## src/rtl/henon_draw_pkg.sv

```systemverilog
// Shared types and constants for the Henon-map card drawer.
package henon_draw_pkg;

  typedef enum logic [2:0] {
    IDLE,
    KICK,
    WAIT,
    EVAL,
    PROBE,
    PRESENT
  } draw_state_t;

  localparam logic [31:0] ONE_Q31 = 32'h7FFF_FFFF;
  // 1.4 lies outside the Q1.31 range, so A_DEF holds a/2 (0.7); the map applies the factor of two.
  localparam logic [31:0] A_DEF   = 32'h5999_999A;
  localparam logic [31:0] B_DEF   = 32'h2666_6666;

  function automatic int clog2(input int n);
    int r;
    r = 0;
    while ((1 << r) < n) r++;
    return r;
  endfunction

endpackage

```

## src/rtl/henon_draw_lfsr.sv

```systemverilog
// 16-bit Fibonacci LFSR (taps 16,14,13,11) used to dither the map perturbation.
module henon_draw_lfsr (
  input  logic        clk,
  input  logic        rst,
  input  logic        load,
  input  logic [15:0] seed,
  input  logic        step,
  output logic [15:0] value
);

  always_ff @(posedge clk) begin
    if (rst)
      value <= '0;
    else if (load)
      value <= seed;
    else if (step)
      value <= {value[14:0], value[15] ^ value[13] ^ value[12] ^ value[10]};
  end

endmodule

```

## src/rtl/henon_card_drawer.sv

```systemverilog
// Seeds and burns in the Henon map, then draws non-repeating tarot cards from x (orientation from y).
// Optional LFSR dither on map_perturb is enabled by defining HENON_DRAW_LFSR_PERTURB_EN.
//
// state   | meaning
// IDLE    | waiting for draw_req (only after a cfg_load)
// KICK    | map_start high for one cycle
// WAIT    | waiting for map_done; burn-in or evaluate
// EVAL    | map x to card index, reject duplicates
// PROBE   | linear search for a free card after too many rejects
// PRESENT | card held on the valid/ready output
module henon_card_drawer
  import henon_draw_pkg::*;
#(
  parameter int NUM_CARDS  = 78,
  parameter int BURN_IN    = 16,
  parameter int MAX_REJECT = 255
) (
  input  logic        clk,
  input  logic        rst,
  input  logic        cfg_load,
  input  logic [31:0] seed_x,
  input  logic [31:0] seed_y,
  input  logic [31:0] coef_a,
  input  logic [31:0] coef_b,
  input  logic [31:0] perturb_seed,
  input  logic        draw_req,
  output logic        busy,
  output logic        deck_empty,
  output logic        card_valid,
  input  logic        card_ready,
  output logic [6:0]  card_idx,
  output logic        card_rev,
  output logic        map_start,
  output logic [31:0] map_x,
  output logic [31:0] map_y,
  output logic [31:0] map_a,
  output logic [31:0] map_b,
  output logic [31:0] map_perturb,
  input  logic [31:0] map_x_out,
  input  logic [31:0] map_y_out,
  input  logic        map_done
);

  localparam int CNT_W = clog2(NUM_CARDS + 1);

  draw_state_t      state;
  logic [31:0]      x_reg, y_reg;
  logic [127:0]     used;
  logic [15:0]      burn_cnt;
  logic [15:0]      rej_cnt;
  logic [CNT_W-1:0] drawn_cnt;
  logic [6:0]       probe;
  logic             configured;

  logic [6:0]       eval_idx;
  logic [6:0]       probe_nxt;
  logic [15:0]      rej_nxt;

  // Multiply-high: floor(x * N / 2^32) is always below N.
  assign eval_idx  = 7'(({7'd0, x_reg} * 39'(NUM_CARDS)) >> 32);
  assign probe_nxt = (probe == 7'(NUM_CARDS - 1)) ? 7'd0 : probe + 7'd1;
  assign rej_nxt   = rej_cnt + 16'd1;

  assign map_x = x_reg;
  assign map_y = y_reg;
  assign map_a = coef_a;
  assign map_b = coef_b;

  always_ff @(posedge clk) begin
    if (rst) begin
      state      <= IDLE;
      x_reg      <= '0;
      y_reg      <= '0;
      used       <= '0;
      burn_cnt   <= '0;
      rej_cnt    <= '0;
      drawn_cnt  <= '0;
      probe      <= '0;
      configured <= 1'b0;
      busy       <= 1'b0;
      deck_empty <= 1'b0;
      card_valid <= 1'b0;
      card_idx   <= '0;
      card_rev   <= 1'b0;
      map_start  <= 1'b0;
    end else begin
      map_start  <= 1'b0;
      deck_empty <= (drawn_cnt == CNT_W'(NUM_CARDS));
      if (cfg_load) begin
        x_reg      <= seed_x;
        y_reg      <= seed_y;
        used       <= '0;
        drawn_cnt  <= '0;
        card_valid <= 1'b0;
        burn_cnt   <= 16'(BURN_IN);
        configured <= 1'b1;
        state      <= KICK;
        map_start  <= 1'b1;
        busy       <= 1'b1;
      end else begin
        case (state)
          IDLE: begin
            if (draw_req && configured && !deck_empty) begin
              state     <= KICK;
              map_start <= 1'b1;
              busy      <= 1'b1;
            end
          end
          KICK: state <= WAIT;
          WAIT: begin
            if (map_done) begin
              x_reg <= map_x_out;
              y_reg <= map_y_out;
              if (burn_cnt != 16'd0) begin
                burn_cnt <= burn_cnt - 16'd1;
                if (burn_cnt == 16'd1) begin
                  state <= IDLE;
                  busy  <= 1'b0;
                end else begin
                  state     <= KICK;
                  map_start <= 1'b1;
                end
              end else begin
                state <= EVAL;
              end
            end
          end
          EVAL: begin
            if (!used[eval_idx]) begin
              used[eval_idx] <= 1'b1;
              drawn_cnt      <= drawn_cnt + CNT_W'(1);
              card_idx       <= eval_idx;
              card_rev       <= y_reg[31];
              card_valid     <= 1'b1;
              busy           <= 1'b0;
              state          <= PRESENT;
            end else begin
              rej_cnt <= rej_nxt;
              if (rej_nxt > 16'(MAX_REJECT)) begin
                probe <= eval_idx;
                state <= PROBE;
              end else begin
                state     <= KICK;
                map_start <= 1'b1;
              end
            end
          end
          // Terminates within NUM_CARDS-1 steps: draws only start while a card is free.
          PROBE: begin
            if (!used[probe_nxt]) begin
              used[probe_nxt] <= 1'b1;
              drawn_cnt       <= drawn_cnt + CNT_W'(1);
              card_idx        <= probe_nxt;
              card_rev        <= y_reg[31];
              card_valid      <= 1'b1;
              busy            <= 1'b0;
              state           <= PRESENT;
            end else begin
              probe <= probe_nxt;
            end
          end
          PRESENT: begin
            if (card_ready) begin
              card_valid <= 1'b0;
              rej_cnt    <= '0;
              state      <= IDLE;
            end
          end
          default: begin
            state <= IDLE;
            busy  <= 1'b0;
          end
        endcase
      end
    end
  end

`ifdef HENON_DRAW_LFSR_PERTURB_EN
  logic [15:0] lfsr;

  henon_draw_lfsr u_lfsr (
    .clk   (clk),
    .rst   (rst),
    .load  (cfg_load),
    .seed  (perturb_seed[15:0] | 16'h0001),
    .step  (state == KICK),
    .value (lfsr)
  );

  assign map_perturb = {{8{lfsr[15]}}, lfsr, 8'h00};
`else
  logic [31:0] perturb_reg;

  always_ff @(posedge clk) begin
    if (rst)
      perturb_reg <= '0;
    else if (cfg_load)
      perturb_reg <= perturb_seed;
  end

  assign map_perturb = perturb_reg;
`endif

endmodule
```

## config.mk

```make
export PLATFORM = sky130hd
export DESIGN_NAME = henon_card_drawer
export DESIGN_NICKNAME = d
export VERILOG_FILES = /design/src/rtl/henon_draw_pkg.sv /design/src/rtl/henon_draw_lfsr.sv /design/src/rtl/henon_card_drawer.sv
export SDC_FILE = /design/constraint.sdc
export NUM_CORES = 1
export LEC_CHECK = 0
export BUFFER_PORTS_ARGS = -buffer_cell sky130_fd_sc_hd__buf_2
export CELL_PAD_IN_SITES_DETAIL_PLACEMENT = 1
export CELL_PAD_IN_SITES_GLOBAL_PLACEMENT = 1
export CORE_AREA = 3 3 228 230
export DETAILED_ROUTE_END_ITERATION = 12
export DIE_AREA = 0 0 231 233
export HOLD_SLACK_MARGIN = 0.1
export PLACE_DENSITY = 0.75
export SLEW_MARGIN = 20
export SYNTH_ARGS = -nofsm -noshare
export SYNTH_HDL_FRONTEND = slang
export SYNTH_SLANG_ARGS = --single-unit
```

## constraint.sdc

```tcl
create_clock -name clk -period 5.2 [get_ports clk]
set_input_delay 0.52 -clock clk [delete_from_list [all_inputs] [get_ports clk]]
set_output_delay 0.52 -clock clk [all_outputs]
set_load 0.02 [all_outputs]
```

Word level (Yosys, flattened, before mapping)

Cells that the tools add are included.

Add/subtract/negate cells: 4
Multiply operators: 1
Div/mod/pow operators: 0
Order comparisons: 5
Equal/unequal tests: 24
Shifts and indexed selects: 0
Mux-type cells: 68
Bitwise gates (word level): 3
Reduce and logical (&&, ||, !) cells: 26

Operators with widths:

| cell                  | number |
|---|---|
| $mux 128              | 2 |
| $or 128x128->128      | 2 |
| $pmux 128 s2          | 1 |
| $mux 32               | 6 |
| $mux 7                | 8 |
| $pmux 7 s2            | 3 |
| $mul 32x6->38 const B | 1 |
| $mux 16               | 2 |
| $pmux 16 s2           | 1 |
| $mux 1                | 25 |
| $mux 3                | 7 |
| $ne 3x3->1 const B    | 7 |
| $mux 5                | 4 |
| $reduce_and 4->1      | 5 |
| $pmux 3 s6            | 1 |
| $add 16x1->16 const B | 1 |
| $eq 16x1->1 const B   | 1 |
| $gt 16x8->1 const B   | 1 |
| $lt 7x8->1 const B    | 2 |
| $ne 2x2->1 const B    | 8 |
| $reduce_bool 16->1    | 1 |
| $sub 16x1->16 const B | 1 |
| $add 7x1->7 const B   | 2 |
| $bmux 1 s7            | 2 |
| other kinds (21)      | 37 |

Register bits after elaboration: 286
Bits in latches: 0
RAM bits: 0
Memory bits (read-only): 0
Bits of input ports: 230
Logic and storage cells: 149
Memories kept: 0

Longest topological paths before layout

Gate-level depths: netlist of the first run.

Depth after elaboration: 9
Depth in mapped cells: 27
Mapped depth without buffers: 21

Worst setup path after synthesis of the first run

Ideal clock, no wire load.

Path kind: flip-flop to flip-flop
Start point: register x_reg[23] (netlist: map_x[23])
End point: register card_idx[1]
Arrival time: 5472 ps
Setup slack: -393 ps
Cell stages (with the launch flop): 24
Buffers on the path: 3
Clock period less this slack: 5593 ps
Path through: dfxtp_1 > inv_1 > fa_1 > inv_1 > ha_1 > inv_1 > fa_1 > inv_1 > ha_1 > nand4_1 > nor4_2 > nand2_1 > o211ai_4 > xor2_2 > buf_6 > mux4_2 > mux2_2 > a2bb2oi_1 > nand3b_2 > nand4b_1 > buf_2 > a21o_1 > buf_4 > mux2_4

Longest elaborated chain between the ends: 5
Elaborated cells between the ends (all ways): 7

RTL lines:

| what                              | line                     | source |
|---|---|---|
| from (decl)                       | henon_card_drawer.sv:47  | `logic [31:0] x_reg, y_reg;` |
| from (signal assigned)            | henon_card_drawer.sv:112 | `x_reg <= map_x_out;` |
| $mul 32x6->38 (*)                 | henon_card_drawer.sv:60  | `assign eval_idx = 7'(({7'd0, x_reg} * 39'(NUM_CARDS)) >> 32);` |
| $bmux 1 s7                        | henon_card_drawer.sv:129 | `if (!used[eval_idx]) begin` |
| $mux 1 (not written as such)      | henon_card_drawer.sv:129 |  |
| $ne 2x2->1 (no source line)       | --                       |  |
| $reduce_and 4->1 (no source line) | --                       |  |
| to (signal assigned)              | henon_card_drawer.sv:132 | `card_idx <= eval_idx;` |
| to (signal assigned)              | henon_card_drawer.sv:153 | `card_idx <= probe_nxt;` |
| to (decl)                         | henon_card_drawer.sv:31  | `output logic [6:0] card_idx,` |

Mark *: on every way between the ends. The rest lies on a longest branch, timed or not. The select of a mux whose other input is x is not followed.
A chain may end at the register's enable or synchronous reset.

Final worst setup path of the first run

Start point: register x_reg[19] (netlist: map_x[19])
End point: register used[89]

Longest elaborated chain between the ends: 8
Elaborated cells between the ends (all ways): 13

RTL lines:

| what                                                                  | line                     | source |
|---|---|---|
| $mul 32x6->38 (*)                                                     | henon_card_drawer.sv:60  |  |
| $lt 7x8->1 (not written as such) / $ge 7x1->1 (equally long branches) | henon_card_drawer.sv:130 | `used[eval_idx] <= 1'b1;` |
| $logic_and 1x1->1 (not written as such)                               | henon_card_drawer.sv:130 |  |
| $mux 1 (not written as such)                                          | henon_card_drawer.sv:130 |  |
| $demux 1 s7                                                           | henon_card_drawer.sv:130 |  |
| $or 128x128->128 (no source line)                                     | --                       |  |
| $mux 128                                                              | henon_card_drawer.sv:129 |  |
| $pmux 128 s2                                                          | henon_card_drawer.sv:101 | `case (state)` |
| to (signal assigned)                                                  | henon_card_drawer.sv:92  | `used <= '0;` |
| to (signal, indexed assignment)                                       | henon_card_drawer.sv:130 |  |
| to (signal, indexed assignment)                                       | henon_card_drawer.sv:151 | `used[probe_nxt] <= 1'b1;` |
| to (decl)                                                             | henon_card_drawer.sv:48  | `logic [127:0] used;` |

Marks and branches as above.

==> results.txt, run 1 <==
Total grt overflow -> 0
CP required -> 5.71 ns
Worst Hold Path Cells -> 3
Worst VDD drop -> 0.190 mV
Layout Utilization -> 49.8%
Worst Min Path Start -> seed_y[19]
CP Capture Type -> register
Vias in the first global route -> 19457
Post-synth EDFFs -> 0
Hold Path Class -> input port to register
Post-synthesis register bit count -> 286
Worst EP arrival -> 6.31 ns
Clock latency on the worst-skew pair -> 0.57 ns
# fillers -> 5751
Post-Route WL -> 74500 microns
CTS Sinks -> 286
First-pass GRT wire length -> 110000 microns
Synth top area cells -> dfxtp_1 (31%), mux2i_1 (7.3%), a21oi_1 (6.4%), fa_1 (6.3%), o21a_1 (5.3%)
Max-cap viol count -> 0
Vias -> 18514
Root buf cell -> clkbuf_16
Master of the slowest instance on the critical path -> fa_1
Met2 routed WL -> 37100 microns
CP Depth -> 25
DR WL met3 -> 5140 microns
Pre-CTS WS -> -0.633 ns
Fin crit period -> 5.80 ns
All-Layer GR Usage -> 25.6%
Multi-input logic area -> 12600 sq um
Top cells by count, synth -> dfxtp_1 (286), nor2_1 (249), a21oi_1 (237), inv_1 (185), mux2i_1 (135)
Initial Utilization -> 37.0%
Outcome -> finished with violations
FP Rows -> 82
R2r worst-path depth -> 25
Total CTS buffers -> 37
Initial antenna violation count -> 2
Reg2reg start -> map_x[19]$_SDFFE_PP0P_
Clock skew -> 0.0150 ns
Die Area -> 53800 sq um
Post-route ant nets -> 0
Die Y -> 233 microns
Starting DRT DRC Count -> 1846
Metal-1 WL -> 28700 microns
Share of the synthesized area in the top cell type -> 30.9%
Post-Synthesis Cells -> 2173
Final Setup Violations -> 171
Reg2reg setup slack -> -0.60 ns
Failing checks -> negative setup slack
Most frequent cell after synthesis -> dfxtp_1
Final HPWL DP -> 48300 microns
Fmax -> 0.172 GHz
RePlAce Congestion -> 0.939
Port bufs -> 273
Buffer depth of the longest clock path -> 3
Reg area -> 5810 sq um
Max FO, Critical Path -> 6
Final instance area -> 24900 sq um
Vias per cell -> 5.79
Crit path launch type -> register
Final number of hold-violating endpoints -> 0
H-tree levels -> 2
Largest stage delay on the critical path -> 0.52 ns
Clk pin slew, worst setup/hold paths -> 0.06 ns
Fin Hold WS -> 0.181 ns
PD cells -> 285 nW/um^2
Setup WS post-layout -> -0.602 ns
Layout cell share with drive strength beyond 1 -> 36.6%
Final nets -> 2861
Post-synth top area cell -> dfxtp_1
Worst path top cell family by delay -> adder cells
Fin Setup TNS -> -86.44 ns
RSZ-0062 raised after global routing -> true
Core region area -> 50100 sq um
Slew headroom -> 16.9%
Yosys cell types -> 84
Leak pwr -> 10.0 nW
First drt pass iteration count -> 6
Die width -> 231 microns
Synthesized area per cell -> 8.52 sq um
DR WL/cell -> 23.3 microns
Area Growth Syn to Fin -> 34.7%
Crit share post-route -> 112%
Register area share after synthesis -> 30.9%
Syn_nets -> 2536
Syn Std Cell Area -> 18500 sq um
Main synth FF type -> dfxtp_1
Critical Path Start -> map_x[19]$_SDFFE_PP0P_
Max layer used -> met4
Worst slew pin tran -> 1.24 ns
Largest net degree at the start of global routing -> 168
DRC -> 0
Final-report max-slew violation count -> 0
I/O Pins -> 402
Placed Area -> 21400 sq um
Buf/Inv on CP -> 9
Yosys warnings -> 0
Setup Crit Path Kind -> register to register
Async set or reset register ratio after synthesis -> 0%
CTS tree -> built
tightest hold or removal path, cell delays in order:
cell,delay (ns)
buf_2,0.07
a21oi_1,0.05
nor2_1,0.07
registers in the layout, summed over array words and instances, names as in the netlist:
signal       flops
deck_empty       1
map_y           32
burn_cnt        16
busy             1
map_x           32
configured       1
card_rev         1
probe            7
card_valid       1
state            3
drawn_cnt        7
used           128
rej_cnt         16
map_start        1
card_idx         7
map_perturb     32
through the flow:
step,std cells,total power [mW]
2_1_floorplan,2173,3.38
3_3_place_gp,3082,3.90
3_5_place_dp,3082,3.97
4_1_cts,3176,6.96
5_1_grt,3199,7.37
6_report,3199,7.11
worst paths after layout:
kind | to
setup / recovery | used[89]$_SDFFE_PP0P_
hold / removal | map_y[19]$_SDFFE_PP0P_
setup reg to reg | used[89]$_SDFFE_PP0P_
hold reg to reg | used[113]$_SDFFE_PP0P_
per-layer routing:
metal	up-vias	global-route usage, %
li1	8234	-
met1	9248	30.7
met2	784	45.1
met3	248	4.49
met4	0	11.3
met5	-	0
cell usage in the layout, fill, tap and decap left out, types with 15 or more instances in the layout:
cell       count
ha_1          50
nor2_1       237
nor3_1        16
dfxtp_1      260
buf_12        19
nor3_2        16
a222oi_1      31
nand2_1      103
a21oi_4       30
clkbuf_16     45
mux2i_1      130
o21a_1       130
nor2b_1       17
and3_1        19
buf_6         22
a21oi_1       98
dfxtp_4       22
nand3_1       33
mux2_2        15
fa_1          58
a22oi_1      101
buf_4        161
nand4_1       17
inv_1        142
inv_2         35
buf_2        271
o21ai_0       19
ha_4          25
a21oi_2      110
area by class of cell:
class / count / area share [%]
multi-input cells: 1495 / 50.5
flip-flops and latches: 286 / 23.3
repair buffers: 493 / 14.7
clock buffers: 54 / 4.49
well taps: 672 / 3.37
inverters: 185 / 2.86
clock inverters: 12 / 0.773
diodes: 2 / 0.0201
repair_timing:
action | CTS | global route
resized for setup | 215 | 143
buffers inserted | 25 | 19
setup endpoints to repair | 171 | 171
hold buffers | 0 | 0
gates cloned | 5 | 8
pin swaps | 49 | 64
power by group:
| group | internal [mW] | switching, mW | leakage (nW) | total [mW] |
|---|---|---|---|---|
| Sequential | 2.24 | 0.0361 | 2.34 | 2.27 |
| Combinational | 0.906 | 1.15 | 7.04 | 2.05 |
| Clock | 1.70 | 1.08 | 0.650 | 2.78 |
logic make-up (layout without fill, tap and decap cells):
| kind of cell | Yosys count | in the layout | synth area share, % |
|---|---|---|---|
| adders and majority gates | 133 | 133 | 11.3 |
| buffers and inverters | 392 | 744 | 10.0 |
| AOI/OAI and AO/OA | 612 | 612 | 22.2 |
| and+or+nand+nor | 553 | 553 | 13.8 |
| other | 0 | 2 | 0 |
| muxes | 171 | 171 | 10.3 |
| DFF | 286 | 286 | 30.9 |
| xor gates and xnor gates | 26 | 26 | 1.41 |
No activity file was read; power rests on OpenSTA's default activity.
==> inputs of run 2 (changes only) <==
--- a/config.mk
+++ b/config.mk
@@ -12,7 +12,7 @@
 export DETAILED_ROUTE_END_ITERATION = 12
 export DIE_AREA = 0 0 231 233
 export HOLD_SLACK_MARGIN = 0.1
-export PLACE_DENSITY = 0.75
+export PLACE_DENSITY_LB_ADDON = 0.1
 export SLEW_MARGIN = 20
 export SYNTH_ARGS = -nofsm -noshare
 export SYNTH_HDL_FRONTEND = slang
==> results.txt, run 2 (same netlist as run 1, synthesis figures left out) <==
Root buf cell -> clkbuf_16
Cells after DPL -> 3076 (-0.19%)
Fin crit period -> 5.74 ns (-0.0616 ns)
Total grt overflow -> 0 (unchanged)
Total CTS buffers -> 37 (unchanged)
Worst Hold Path Cells -> 3 (unchanged)
CP Capture Type -> register
Setup Crit Path Kind -> register to register
Leak pwr -> 9.80 nW (-2.2%)
Post-CTS Hold Fix Bufs -> 0 (unchanged)
Buffer depth of the longest clock path -> 3 (unchanged)
Hold Path Class -> input port to register
R2r worst-path depth -> 25 (unchanged)
H-tree levels -> 2 (unchanged)
Clock skew -> 0.0184 ns (+0.00335 ns)
Slew headroom -> 25.3% (+8.4 points)
Fmax -> 0.174 GHz (+1.1%)
All-Layer GR Usage -> 24.5% (-1.2 points)
Failing checks -> negative setup slack
Clock latency on the worst-skew pair -> 0.56 ns (about the same)
CP required -> 5.70 ns (about the same)
Crit share post-route -> 110% (-1.2 points)
I/O Pins -> 402 (unchanged)
Crit path launch type -> register
Area Growth Syn to Fin -> 28.1%
Worst EP arrival -> 6.24 ns (-0.07 ns)
Most common cell after layout, fill and taps aside -> buf_2
Max FO, Critical Path -> 38 (+32)
FP Rows -> 82 (unchanged)
Die width -> 231 microns (unchanged)
Fin Setup TNS -> -68.45 ns (+17.98 ns)
RePlAce Congestion -> 0.876 (-6.7%)
Final nets -> 2845 (-0.56%)
Fin cells -> 3185 (-0.44%)
Worst VDD drop -> 0.170 mV (-11%)
Vias -> 17712 (-4.3%)
Setup WS post-layout -> -0.541 ns (+0.0616 ns)
Vias per cell -> 5.56 (-3.9%)
Pre-CTS WS -> -0.742 ns (-0.109 ns)
Outcome -> finished with violations
Core region area -> 50100 sq um (unchanged)
CTS Sinks -> 286 (unchanged)
Final Setup Violations -> 170 (-0.58%)
Layout cell share with drive strength beyond 1 -> 30.2% (-6.4 points)
PD cells -> 288 nW/um^2 (+0.99%)
Grt met1 use -> 31.1% (+0.45 points)
Post-Route WL -> 68600 microns (-7.8%)
Vias in the first global route -> 18392 (-5.5%)
Starting DRT DRC Count -> 1367 (-26%)
Most flops, register -> used
First-pass GRT wire length -> 105000 microns (-4.6%)
Final HPWL DP -> 46600 microns (-3.4%)
Initial Utilization -> 37.0% (unchanged)
Final number of hold-violating endpoints -> 0 (unchanged)
CTS tree -> built
Max reg flops -> 128 (unchanged)
Initial antenna violation count -> 4 (+2)
DR WL/cell -> 21.6 microns (-7.4%)
Busiest layer in global routing -> met2
First drt pass iteration count -> 7 (+1)
Commonest cells after routing, fill and taps aside -> buf_2 (271), dfxtp_1 (260), nor2_1 (243)
Post-route ant nets -> 0 (unchanged)
Port bufs -> 273 (unchanged)
DRC -> 0 (unchanged)
Largest net degree at the start of global routing -> 144 (-14%)
Power, Total -> 6.82 mW (-4.0%)
Die Area -> 53800 sq um (unchanged)
Final-report max-slew violation count -> 0 (unchanged)
Met2 usage -> 42.3% (-2.8 points)
Met3 Use GR -> 4.95% (+0.45 points)
Clk pin slew, worst setup/hold paths -> 0.06 ns (about the same)
Die Y -> 233 microns (unchanged)
Max-cap viol count -> 0 (unchanged)
Worst slew pin tran -> 1.11 ns (-0.123 ns)
RSZ-0062 raised after global routing -> true
## run 2: routing by layer
layer	share of wire [%]	vias to the layer above	wire [microns]
li1	-	8223	-
met1	42	8728	28700
met5	0	-	0
met4	2.7	0	1850
met3	7.6	139	5190
met2	48	622	32900
## run 2: path summary, 6_finish.rpt
kind | start | endpoint | slack (ns)
setup reg to reg | map_x[10]$_SDFFE_PP0P_ | used[88]$_SDFFE_PP0P_ | -0.54
setup / recovery | map_x[10]$_SDFFE_PP0P_ | used[88]$_SDFFE_PP0P_ | -0.54
hold reg to reg | used[99]$_SDFFE_PP0P_ | used[99]$_SDFFE_PP0P_ | 0.47
hold / removal | seed_y[1] | map_y[1]$_SDFFE_PP0P_ | 0.20
## run 2: cell type report
type	count	area (sq um)
clock inverter	10	108
sequential	286	5810
tap	672	841
inverter	185	712
timing repair buffer	477	3340
multi-input combinational	1495	11800
antenna	4	10.0
fill	5925	26400
clock buffer	56	1130
## run 2: repair_timing
| item | CTS | global route |
|---|---|---|
| gates cloned | 1 | 8 |
| setup buffers | 13 | 19 |
| pin swaps | 16 | 34 |
| gates resized for setup | 63 | 92 |
| setup endpoints to repair | 171 | 171 |
## run 2: worst max-delay path: stages (launching register included)
cell and delay [ns]:
dfxtp_4 0.36, inv_4 0.05, fa_1 0.53, inv_1 0.07, ha_4 0.27, inv_2 0.04
fa_1 0.53, inv_1 0.05, ha_1 0.29, and3_4 0.19, nand4_1 0.13, o211a_4 0.27
o211ai_4 0.28, xor2_4 0.20, buf_6 0.14, clkbuf_16 0.16, mux4_2 0.49, mux2_4 0.30
a2bb2oi_4 0.16, nand3b_4 0.13, nand4b_1 0.19, buf_6 0.18, buf_4 0.13, buf_12 0.17
a21oi_1 0.22, o21a_1 0.15
## run 2: where the power goes
group	switching [mW]	internal [mW]	total (mW)	leakage (nW)
sequential	0.0322	2.24	2.27	2.34
clock	1.05	1.56	2.61	0.613
combinational	1.09	0.857	1.95	6.85
total	2.17	4.65	6.82	9.80
## run 2: stage by stage
stage / utilization [%] / hold WS, ns / instance area [sq um]
2_1_floorplan: - / 0.426 / 18700
3_3_place_gp: 42.5 / 0.438 / 21300
3_5_place_dp: 42.5 / 0.454 / 21300
4_1_cts: 45.9 / 0.165 / 23000
5_1_grt: 47.4 / 0.190 / 23700
6_report: 47.4 / 0.201 / 23700
